[src/rtl/imem_loader_if.sv]
// Byte-stream input and instruction-memory write port of the boot loader.
// The loader sits on the slave side; the byte source and memory sit on the master side.
interface imem_loader_if;
    logic        byte_valid;
    logic [7:0]  byte_data;
    logic        byte_ready;
    logic        imem_we;
    logic [31:0] imem_addr;
    logic [31:0] imem_wdata;

    modport master (
        output byte_valid, byte_data,
        input  byte_ready, imem_we, imem_addr, imem_wdata
    );

    modport slave (
        input  byte_valid, byte_data,
        output byte_ready, imem_we, imem_addr, imem_wdata
    );
endinterface

[src/rtl/imem_loader.sv]
// Boot-time instruction-memory writer: parses a 16-bit word-count header and
// little-endian words, writes them to IMEM, then releases the core from reset.
module imem_loader #(
    parameter int NUM_INSTR = 1024,
    parameter int CNT_W     = 16
) (
    input  logic             clk,
    input  logic             n_rst,
    imem_loader_if.slave     bus,
    input  logic             reload,
    output logic             core_n_rst,
    output logic             busy,
    output logic             done,
    output logic             error,
    output logic [CNT_W-1:0] words_loaded
);

    typedef enum logic [2:0] {
        ST_LEN_LO = 3'd0,
        ST_LEN_HI = 3'd1,
        ST_DATA   = 3'd2,
        ST_DONE   = 3'd3,
        ST_ERR    = 3'd4
    } state_t;

    localparam logic [CNT_W-1:0] CNT_ONE  = {{(CNT_W-1){1'b0}}, 1'b1};
    localparam logic [CNT_W-1:0] CNT_ZERO = {CNT_W{1'b0}};
    localparam logic [CNT_W:0]   MAX_LEN  = (CNT_W+1)'(NUM_INSTR);

    state_t            state_r;
    state_t            state_nxt_s;
    logic [CNT_W-1:0]  len_r;
    logic [CNT_W-1:0]  words_r;
    logic [1:0]        byte_cnt_r;
    logic [23:0]       lane_r;
    logic              byte_ready_r;
    logic              busy_r;
    logic              done_r;
    logic              error_r;
    logic              core_n_rst_r;
    logic              imem_we_r;
    logic [31:0]       imem_addr_r;
    logic [31:0]       imem_wdata_r;

    logic              accept_s;
    logic [CNT_W-1:0]  len_full_s;
    logic              last_word_s;

    // Status flags {byte_ready, busy, done, error} implied by a state.
    function automatic logic [3:0] flags_of(input state_t s);
        logic [3:0] f;
        case (s)
            ST_LEN_LO, ST_LEN_HI, ST_DATA: f = 4'b1100;
            ST_DONE:                       f = 4'b0010;
            ST_ERR:                        f = 4'b0001;
            default:                       f = 4'b1100;
        endcase
        return f;
    endfunction

    assign accept_s    = bus.byte_valid & byte_ready_r;
    assign len_full_s  = CNT_W'({bus.byte_data, len_r[7:0]});
    assign last_word_s = (byte_cnt_r == 2'd3) && ((words_r + CNT_ONE) == len_r);

    // Next-state selection from the current state, accepted byte and reload.
    always_comb begin
        state_nxt_s = state_r;
        case (state_r)
            ST_LEN_LO: begin
                if (accept_s) state_nxt_s = ST_LEN_HI;
                else          state_nxt_s = state_r;
            end
            ST_LEN_HI: begin
                if (accept_s) begin
                    if (len_full_s == CNT_ZERO)            state_nxt_s = ST_DONE;
                    else if ({1'b0, len_full_s} > MAX_LEN) state_nxt_s = ST_ERR;
                    else                                   state_nxt_s = ST_DATA;
                end else begin
                    state_nxt_s = state_r;
                end
            end
            ST_DATA: begin
                if (accept_s && last_word_s) state_nxt_s = ST_DONE;
                else                         state_nxt_s = state_r;
            end
            ST_DONE, ST_ERR: begin
                if (reload) state_nxt_s = ST_LEN_LO;
                else        state_nxt_s = state_r;
            end
            default: state_nxt_s = ST_LEN_LO;
        endcase
    end

    // State register, datapath and registered outputs.
    always_ff @(posedge clk or negedge n_rst) begin
        if (!n_rst) begin
            state_r      <= ST_LEN_LO;
            len_r        <= CNT_ZERO;
            words_r      <= CNT_ZERO;
            byte_cnt_r   <= 2'd0;
            lane_r       <= 24'd0;
            byte_ready_r <= 1'b1;
            busy_r       <= 1'b1;
            done_r       <= 1'b0;
            error_r      <= 1'b0;
            core_n_rst_r <= 1'b0;
            imem_we_r    <= 1'b0;
            imem_addr_r  <= 32'd0;
            imem_wdata_r <= 32'd0;
        end else begin
            state_r <= state_nxt_s;
            {byte_ready_r, busy_r, done_r, error_r} <= flags_of(state_nxt_s);
            // Core leaves reset only after one full cycle spent in DONE.
            core_n_rst_r <= (state_r == ST_DONE) && (state_nxt_s == ST_DONE);
            imem_we_r    <= 1'b0;
            case (state_r)
                ST_LEN_LO: begin
                    if (accept_s) len_r[7:0] <= bus.byte_data;
                end
                ST_LEN_HI: begin
                    if (accept_s) len_r <= len_full_s;
                end
                ST_DATA: begin
                    if (accept_s) begin
                        byte_cnt_r <= byte_cnt_r + 2'd1;
                        case (byte_cnt_r)
                            2'd0: lane_r[7:0]   <= bus.byte_data;
                            2'd1: lane_r[15:8]  <= bus.byte_data;
                            2'd2: lane_r[23:16] <= bus.byte_data;
                            2'd3: begin
                                imem_wdata_r <= {bus.byte_data, lane_r};
                                imem_addr_r  <= {{(30-CNT_W){1'b0}}, words_r, 2'b00};
                                imem_we_r    <= 1'b1;
                                words_r      <= words_r + CNT_ONE;
                            end
                            default: lane_r <= lane_r;
                        endcase
                    end
                end
                ST_DONE, ST_ERR: begin
                    if (reload) begin
                        words_r    <= CNT_ZERO;
                        byte_cnt_r <= 2'd0;
                        len_r      <= CNT_ZERO;
                    end
                end
                default: len_r <= len_r;
            endcase
        end
    end

    assign bus.byte_ready = byte_ready_r;
    assign bus.imem_we    = imem_we_r;
    assign bus.imem_addr  = imem_addr_r;
    assign bus.imem_wdata = imem_wdata_r;
    assign core_n_rst     = core_n_rst_r;
    assign busy           = busy_r;
    assign done           = done_r;
    assign error          = error_r;
    assign words_loaded   = words_r;

endmodule

[src/flat_wrapper.sv]
// flat-port wrapper written by rule: the top's interface ports become plain ports
module imem_loader_flat 
#(
    parameter int NUM_INSTR = 1024,
    parameter int CNT_W     = 16
)
  (clk, n_rst, reload, core_n_rst, busy, done, error, words_loaded, bus_byte_valid, bus_byte_data, bus_byte_ready, bus_imem_we, bus_imem_addr, bus_imem_wdata);
  imem_loader_if bus_i ();
  input  logic clk;
  input  logic n_rst;
  input  logic reload;
  output logic core_n_rst;
  output logic busy;
  output logic done;
  output logic error;
  output logic [CNT_W-1:0] words_loaded;
  input wire logic [$bits(bus_i.byte_valid)-1:0] bus_byte_valid;
  input wire logic [$bits(bus_i.byte_data)-1:0] bus_byte_data;
  output wire logic [$bits(bus_i.byte_ready)-1:0] bus_byte_ready;
  output wire logic [$bits(bus_i.imem_we)-1:0] bus_imem_we;
  output wire logic [$bits(bus_i.imem_addr)-1:0] bus_imem_addr;
  output wire logic [$bits(bus_i.imem_wdata)-1:0] bus_imem_wdata;
  assign bus_i.byte_valid = bus_byte_valid;
  assign bus_i.byte_data = bus_byte_data;
  assign bus_byte_ready = bus_i.byte_ready;
  assign bus_imem_we = bus_i.imem_we;
  assign bus_imem_addr = bus_i.imem_addr;
  assign bus_imem_wdata = bus_i.imem_wdata;
  imem_loader #(.NUM_INSTR(NUM_INSTR), .CNT_W(CNT_W)) u_core (.clk(clk), .n_rst(n_rst), .bus(bus_i), .reload(reload), .core_n_rst(core_n_rst), .busy(busy), .done(done), .error(error), .words_loaded(words_loaded));
endmodule
[config.mk]
export PLATFORM = sky130hd
export DESIGN_NAME = imem_loader_flat
export DESIGN_NICKNAME = d
export VERILOG_FILES = /design/src/rtl/imem_loader_if.sv /design/src/rtl/imem_loader.sv /design/src/flat_wrapper.sv
export SDC_FILE = /design/constraint.sdc
export NUM_CORES = 1
export LEC_CHECK = 0
export ABC_AREA = 1
export CAP_MARGIN = 5
export CORE_MARGIN = 3
export CORE_UTILIZATION = 30
export CTS_CLUSTER_DIAMETER = 120
export DETAILED_ROUTE_END_ITERATION = 7
export SLEW_MARGIN = 20
export SYNTH_ARGS = -nofsm -noshare
export SYNTH_HDL_FRONTEND = slang
export SYNTH_SLANG_ARGS = --single-unit
[constraint.sdc]
create_clock -name clk -period 3.2 [get_ports clk]
set_input_delay 0.8 -clock clk [delete_from_list [all_inputs] [get_ports clk]]
set_output_delay 0.8 -clock clk [all_outputs]
set_load 0.05 [all_outputs]
==> metrics <==
hold crit path type=input pin to async pin; Main synth FF type=dfrtp_1; CP Data Required Time=2.40 ns; Critical Path AT=1.76 ns; DP HPWL=9350 um; RePlAce Congestion=0.846; RSZ-0062 raised after global routing=false; leakage power figure=3.15 nW; Sink Count=114; Final Net Count=720; synth warn=0; Slew headroom=0.529; post-synthesis sequential area ratio=0.552; mean post-synth cell area=8.37 um^2; Die H=137 um; number of buffers added on ports=81; slowest CP cell=clkdlybuf4s50_1; clock group share of total power=0.332; Finished Layout Cells=936; Max-cap violations=0; Switching Fraction=0.379; Initial Utilization=0.309; CTS tree=built; setup_tns=0 ns; startpoint types=flip-flop; Post-synth ARST share=1.00; CTS max path bufs=2; final worst path period need=2.56 ns; DRC Markers=0; grt ovf=0; Cells after DPL=904; DRT iter0 DRCs=316; Routed Antenna Nets=0; status=finished clean; vias=4217; max-slew violation count=0; worst slew pin tran=0.707 ns; Total Power=5.74 mW; pin count of the biggest net entering global routing=48; synthesized area=5170 um^2; Site Rows=47; final hold vios=0; PD cells=849 nW/um^2; top sig layer=met4; routed wl met3=772 um; Pre-Repair DR Iteration Count=5; initial antenna violation count=0; Routed WL per cell=14.2 um; Internal Power=3.57 mW; wl on met1=6340 um; combinational share of power=0.309; ANT cells=0; slowest stage delay, CP=0.80 ns; DR WL met2=6020 um; Layout area overhead=30.7%; vias in the first global route=4055; pre-CTS setup slack=0.597 ns; Top delay family on crit path=buffers and inverters; Synth area leader=dfrtp_1; Clock Skews=0.0107 ns; die area=18900 um^2; critical-path cell list=clkdlybuf4s50_1; peak supply drop=430 uV; TritonCTS Buffers=17; top cells by area, synth=dfrtp_1, nand2_1, o21ai_0, inv_1, nand3_1; Crit Path Category=flip-flop to output pin; first-pass GRT wire length=21500 um; Total GRT Usage=0.149; CP Max Fanout=3; worst path bufs/invs=1; Cell Area, Placed=6170 um^2; Root Buffer=clkbuf_16; min setup slack post-route=0.636 ns; Final Cell Area=6760 um^2; cell count after synthesis=618; period utilisation layout=0.801; Max Freq=390 MHz; CP Capture Type=output pin; Clock Latency Late Sink=0.41 ns; Netlist cell types=31; # fillers=1667; Synth top area share=0.547; EDFF count, synth=0; # IOs=98; Reg area=2850 um^2; P_sw=2.18 mW; most numerous cell in the Yosys netlist=nand2_1; Reg clk slew, reported paths=0.05 ns; CTS H-Tree Depth=4; core area=16800 um^2; Final Setup Violations=0; area of the multi-input gates=1980 um^2; post-CTS sizing=0; hold buffer count at cts=0; vias per cell=4.51; most instantiated cells after synthesis=nand2_1, dfrtp_1, o21ai_0, inv_1, nor2_1; Total Wirelength=13300 um; layout cells sized above 1=0.0824; Post-CTS Setup Bufs=0; synthesized flop and latch total=114; Die Wd=137 um; Flop pwr share=0.359
logic make-up (layout without fill, tap and decap cells):
| group | count (synthesis) | in the layout | share of synthesized area |
|---|---|---|---|
| buf+inv | 87 | 170 | 0.0767 |
| xor+xnor | 2 | 2 | 0.00339 |
| fa+ha+maj | 5 | 5 | 0.0121 |
| flops | 114 | 114 | 0.552 |
| simple gates | 311 | 311 | 0.252 |
| compound gates | 98 | 98 | 0.104 |
| other cells | 1 | 16 | 0.000725 |
through the flow:
step / utilization / hold slack [ns]
finish: 0.403 / 0.369
detailed placement: 0.368 / 0.458
CTS: 0.403 / 0.392
global route: 0.403 / 0.406
floorplan: - / 0.450
global placement: 0.368 / 0.457
sequential cells by signal, indices dropped and copies added, names as in the netlist:
register and count:
u_core.bus.imem_wdata 32, u_core.lane_r 24, u_core.bus.imem_addr 16, u_core.len_r 16, u_core.words_loaded 16, u_core.state_r 3, u_core.byte_cnt_r 2, u_core.bus.imem_we 1
u_core.busy 1, u_core.core_n_rst 1, u_core.done 1, u_core.error 1
path summary, 6_finish.rpt:
path | from | endpoint | slack, ns | cells past startpoint
max | u_core.busy | bus_byte_ready | 0.64 | 1
min | n_rst | u_core.bus.imem_wdata[25] | 0.37 | 1
max reg2reg | u_core.state_r[2] | u_core.len_r[4] | 1.11 | 7
min reg2reg | u_core.bus.imem_wdata[6] | u_core.bus.imem_wdata[6] | 0.47 | 2
max in group asynchronous | n_rst | u_core.core_n_rst | 2.05 | 2
min in group clk | u_core.bus.imem_wdata[6] | u_core.bus.imem_wdata[6] | 0.47 | 2
metal layers:
layer	up-vias	GRT usage
li1	2140	-
met1	1953	0.204
met2	111	0.226
met3	13	0.0453
met4	0	0.0466
met5	-	0
layout make-up:
class,instances,area share
multi-input cells,432,0.293
clock buffers,19,0.0640
inverters,51,0.0283
flip-flops and latches,114,0.422
clock inverters,13,0.0239
well taps,220,0.0407
repair buffers,87,0.128
placed cells by master (no fill, tap or decap):
cell type	n
o31ai_1	4
nor2_1	34
nor2_4	2
clkbuf_1	2
conb_1	16
clkinv_2	3
a31oi_1	1
nor4_1	1
clkinvlp_4	4
ha_1	5
inv_1	49
nand4_1	9
nand2_2	4
nand2_4	1
a21oi_1	12
inv_6	1
o21ai_1	2
buf_4	6
inv_2	2
clkinv_4	2
clkbuf_16	17
clkdlybuf4s50_1	80
nand2_1	215
buf_12	1
o22ai_1	12
xor2_1	2
nand3_1	31
nor3_1	2
dfrtp_1	113
bufinv_16	3
o21ai_0	61
nor2_2	8
dfstp_2	1
o21ai_2	4
nand3b_1	4
a22o_1	1
a21boi_1	1
power groups by stage:
stage / combinational [mW] / sequential [mW] / clock, mW
after global placement: 1.76 / 2.07 / 0
after detailed placement: 1.78 / 2.08 / 0
final: 1.77 / 2.06 / 1.91
after CTS: 1.78 / 2.06 / 1.94
after floorplan: 0.834 / 2.45 / 0
after global routing: 1.95 / 2.11 / 2.01
No activity file was read; power rests on OpenSTA's default activity.
==> edit: new RTL, same settings <==
`CNT_W` is set to 16 in 2 places; all go to 18.
--- a/src/rtl/imem_loader.sv
+++ b/src/rtl/imem_loader.sv
@@ -4,3 +4,3 @@
     parameter int NUM_INSTR = 1024,
-    parameter int CNT_W     = 16
+    parameter int CNT_W     = 18
 ) (
--- a/src/flat_wrapper.sv
+++ b/src/flat_wrapper.sv
@@ -4,3 +4,3 @@
     parameter int NUM_INSTR = 1024,
-    parameter int CNT_W     = 16
+    parameter int CNT_W     = 18
 )
Interface: changed (resized words_loaded); port bits go from 98 to 100. The function was not compared with the original's and may differ.
==> edit against the original RTL <==
Hold slack got worse by 0.012 ns; area after synthesis increased by 6.1%; combinational power decreased by 37%; critical path type unchanged; wire length increased by 8.0%; setup slack improved by 0.0015 ns; sequential cell count increased by 4; total power decreased by 10%; final area increased by 6.7%.
==> edit: results (changes against the original RTL) <==
| Metric | Value |
|---|---|
| Outcome | `complete, no violations` |
| Setup ws final | `0.6373 ns (+0.001529 ns)` |
| DRT iter0 DRCs | `278 (-12%)` |
| Share of layout cells above drive strength 1 | `9.454% (+1.2 points)` |
| Net count, final | `755 (+4.9%)` |
| Clock latency on the worst-skew pair | `0.42 ns` |
| Maximum vdd drop | `0.0004298 V (about the same)` |
| Initial antenna violation count | `0 (unchanged)` |
| TritonRoute pass-1 iters | `5 (unchanged)` |
| XOR/XNOR Fraction of Synth Area | `1.938% (+1.6 points)` |
| Mean Syn Cell Area | `8.456 um^2 (+1.0%)` |
| Clk pwr | `2.16 mW (+13%)` |
| Worst setup path end | `bus_byte_ready` |
| CP startpoint | `u_core.busy` |
| DP HPWL | `10040 um (+7.5%)` |
| Worst Skew | `0.005868 ns (-0.004846 ns)` |
| Synth Flop Type | `dfrtp_1` |
| Sw power | `1.595 mW (-27%)` |
| Register area share after synthesis | `53.83% (-1.3 points)` |
| Inst Count DP | `944 (+4.4%)` |
| Reg2Reg Setup Slack | `1.17 ns (+0.06 ns)` |
| Routed vias | `4495 (+6.6%)` |
| Worst path slowest cell | `clkdlybuf4s50_1` |
| Post-Synth Adder-Cell Area | `1.140% (-0.069 points)` |
| Synth area leaders | `dfrtp_1 (53%), nand2_1 (15%), o21ai_0 (6.2%)` |
| Synth top cells by count | `nand2_1 (214), dfrtp_1 (117), o21ai_0 (68), inv_1 (56), nor2_1 (42)` |
| First-pass GRT wire length | `23570 um (+9.5%)` |
| Comb. pwr | `1.12 mW (-37%)` |
| Worst R2R Path Depth | `7 (unchanged)` |
| Gate family responsible for the most delay along the worst path | `buffers and inverters` |
| Post-synthesis cell type count | `36 (+16%)` |
| Final GP Congestion | `0.8670 (+2.5%)` |
| H-tree depth | `4 (unchanged)` |
| Non-filler cells, final | `976 (+4.3%)` |
| Post-CTS Resized | `0 (unchanged)` |
| Leak | `3.336 nW (+5.9%)` |
| Logic pwr share | `21.7% (-9.2 points)` |
| Setup_tns | `0 ns (unchanged)` |
| Placement Setup Slack | `0.7786 ns (+0.1814 ns)` |
| Maximum number of pins on one net before global-route repair | `61 (+27%)` |
| Worst-margin pin slew | `0.6775 ns (-0.02942 ns)` |
| Filler Cells Inserted | `1738 (+4.3%)` |
| Port bufs | `85 (+4.9%)` |
| Post-CTS Setup Bufs | `0 (unchanged)` |
| Fin Hold WS | `0.3577 ns (-0.01172 ns)` |
| Wire length per cell | `14.70 um (+3.6%)` |
| Mux contribution to synthesized area | `0% (unchanged)` |
| Synth Area in Compound Gates | `10.12% (-0.28 points)` |
| GRT Util Overall | `15.19% (+0.33 points)` |
| Max reg flops | `32 (unchanged)` |
| Post-Place Cell Area | `6539 um^2 (+6.0%)` |
==> edit: changes by cell type after synthesis, moves of 4 or more <==
cell / change
buf_1: -5
nand3_1: +4
nand3b_1: -4
inv_1: +6
dfrtp_1: +4
o21ai_0: +7
a21oi_1: -5
buf_2: +4
nand2_2: +4
nor2_1: +8
==> edit: cell families after synthesis <==
| logic type | count (synthesis) |
|---|---|
| simple gates | 326 |
| fa+ha+maj | 5 |
| other cells | 1 |
| compound gates | 100 |
| buf+inv | 92 |
| xor+xnor | 7 |
| flops | 118 |
==> edit: area by class of cell <==
class,instances,area (um^2),area share [%]
Timing Repair Buffer,91,918.4,12.74
Sequential cell,118,2954,40.97
Clock buffer,20,446.7,6.195
Inverter,58,217.7,3.019
Clock inverter,12,225.2,3.123
Tap cell,225,281.5,3.904
Multi-Input combinational cell,452,2167,30.05
==> edit: routing by layer <==
layer,global-route usage [%],wire length (um),vias to the layer above
met2,23.65,6588,115
met5,0,0,-
met3,4.247,711,19
met4,5.405,207,0
met1,20.36,6840,2125
li1,-,-,2236
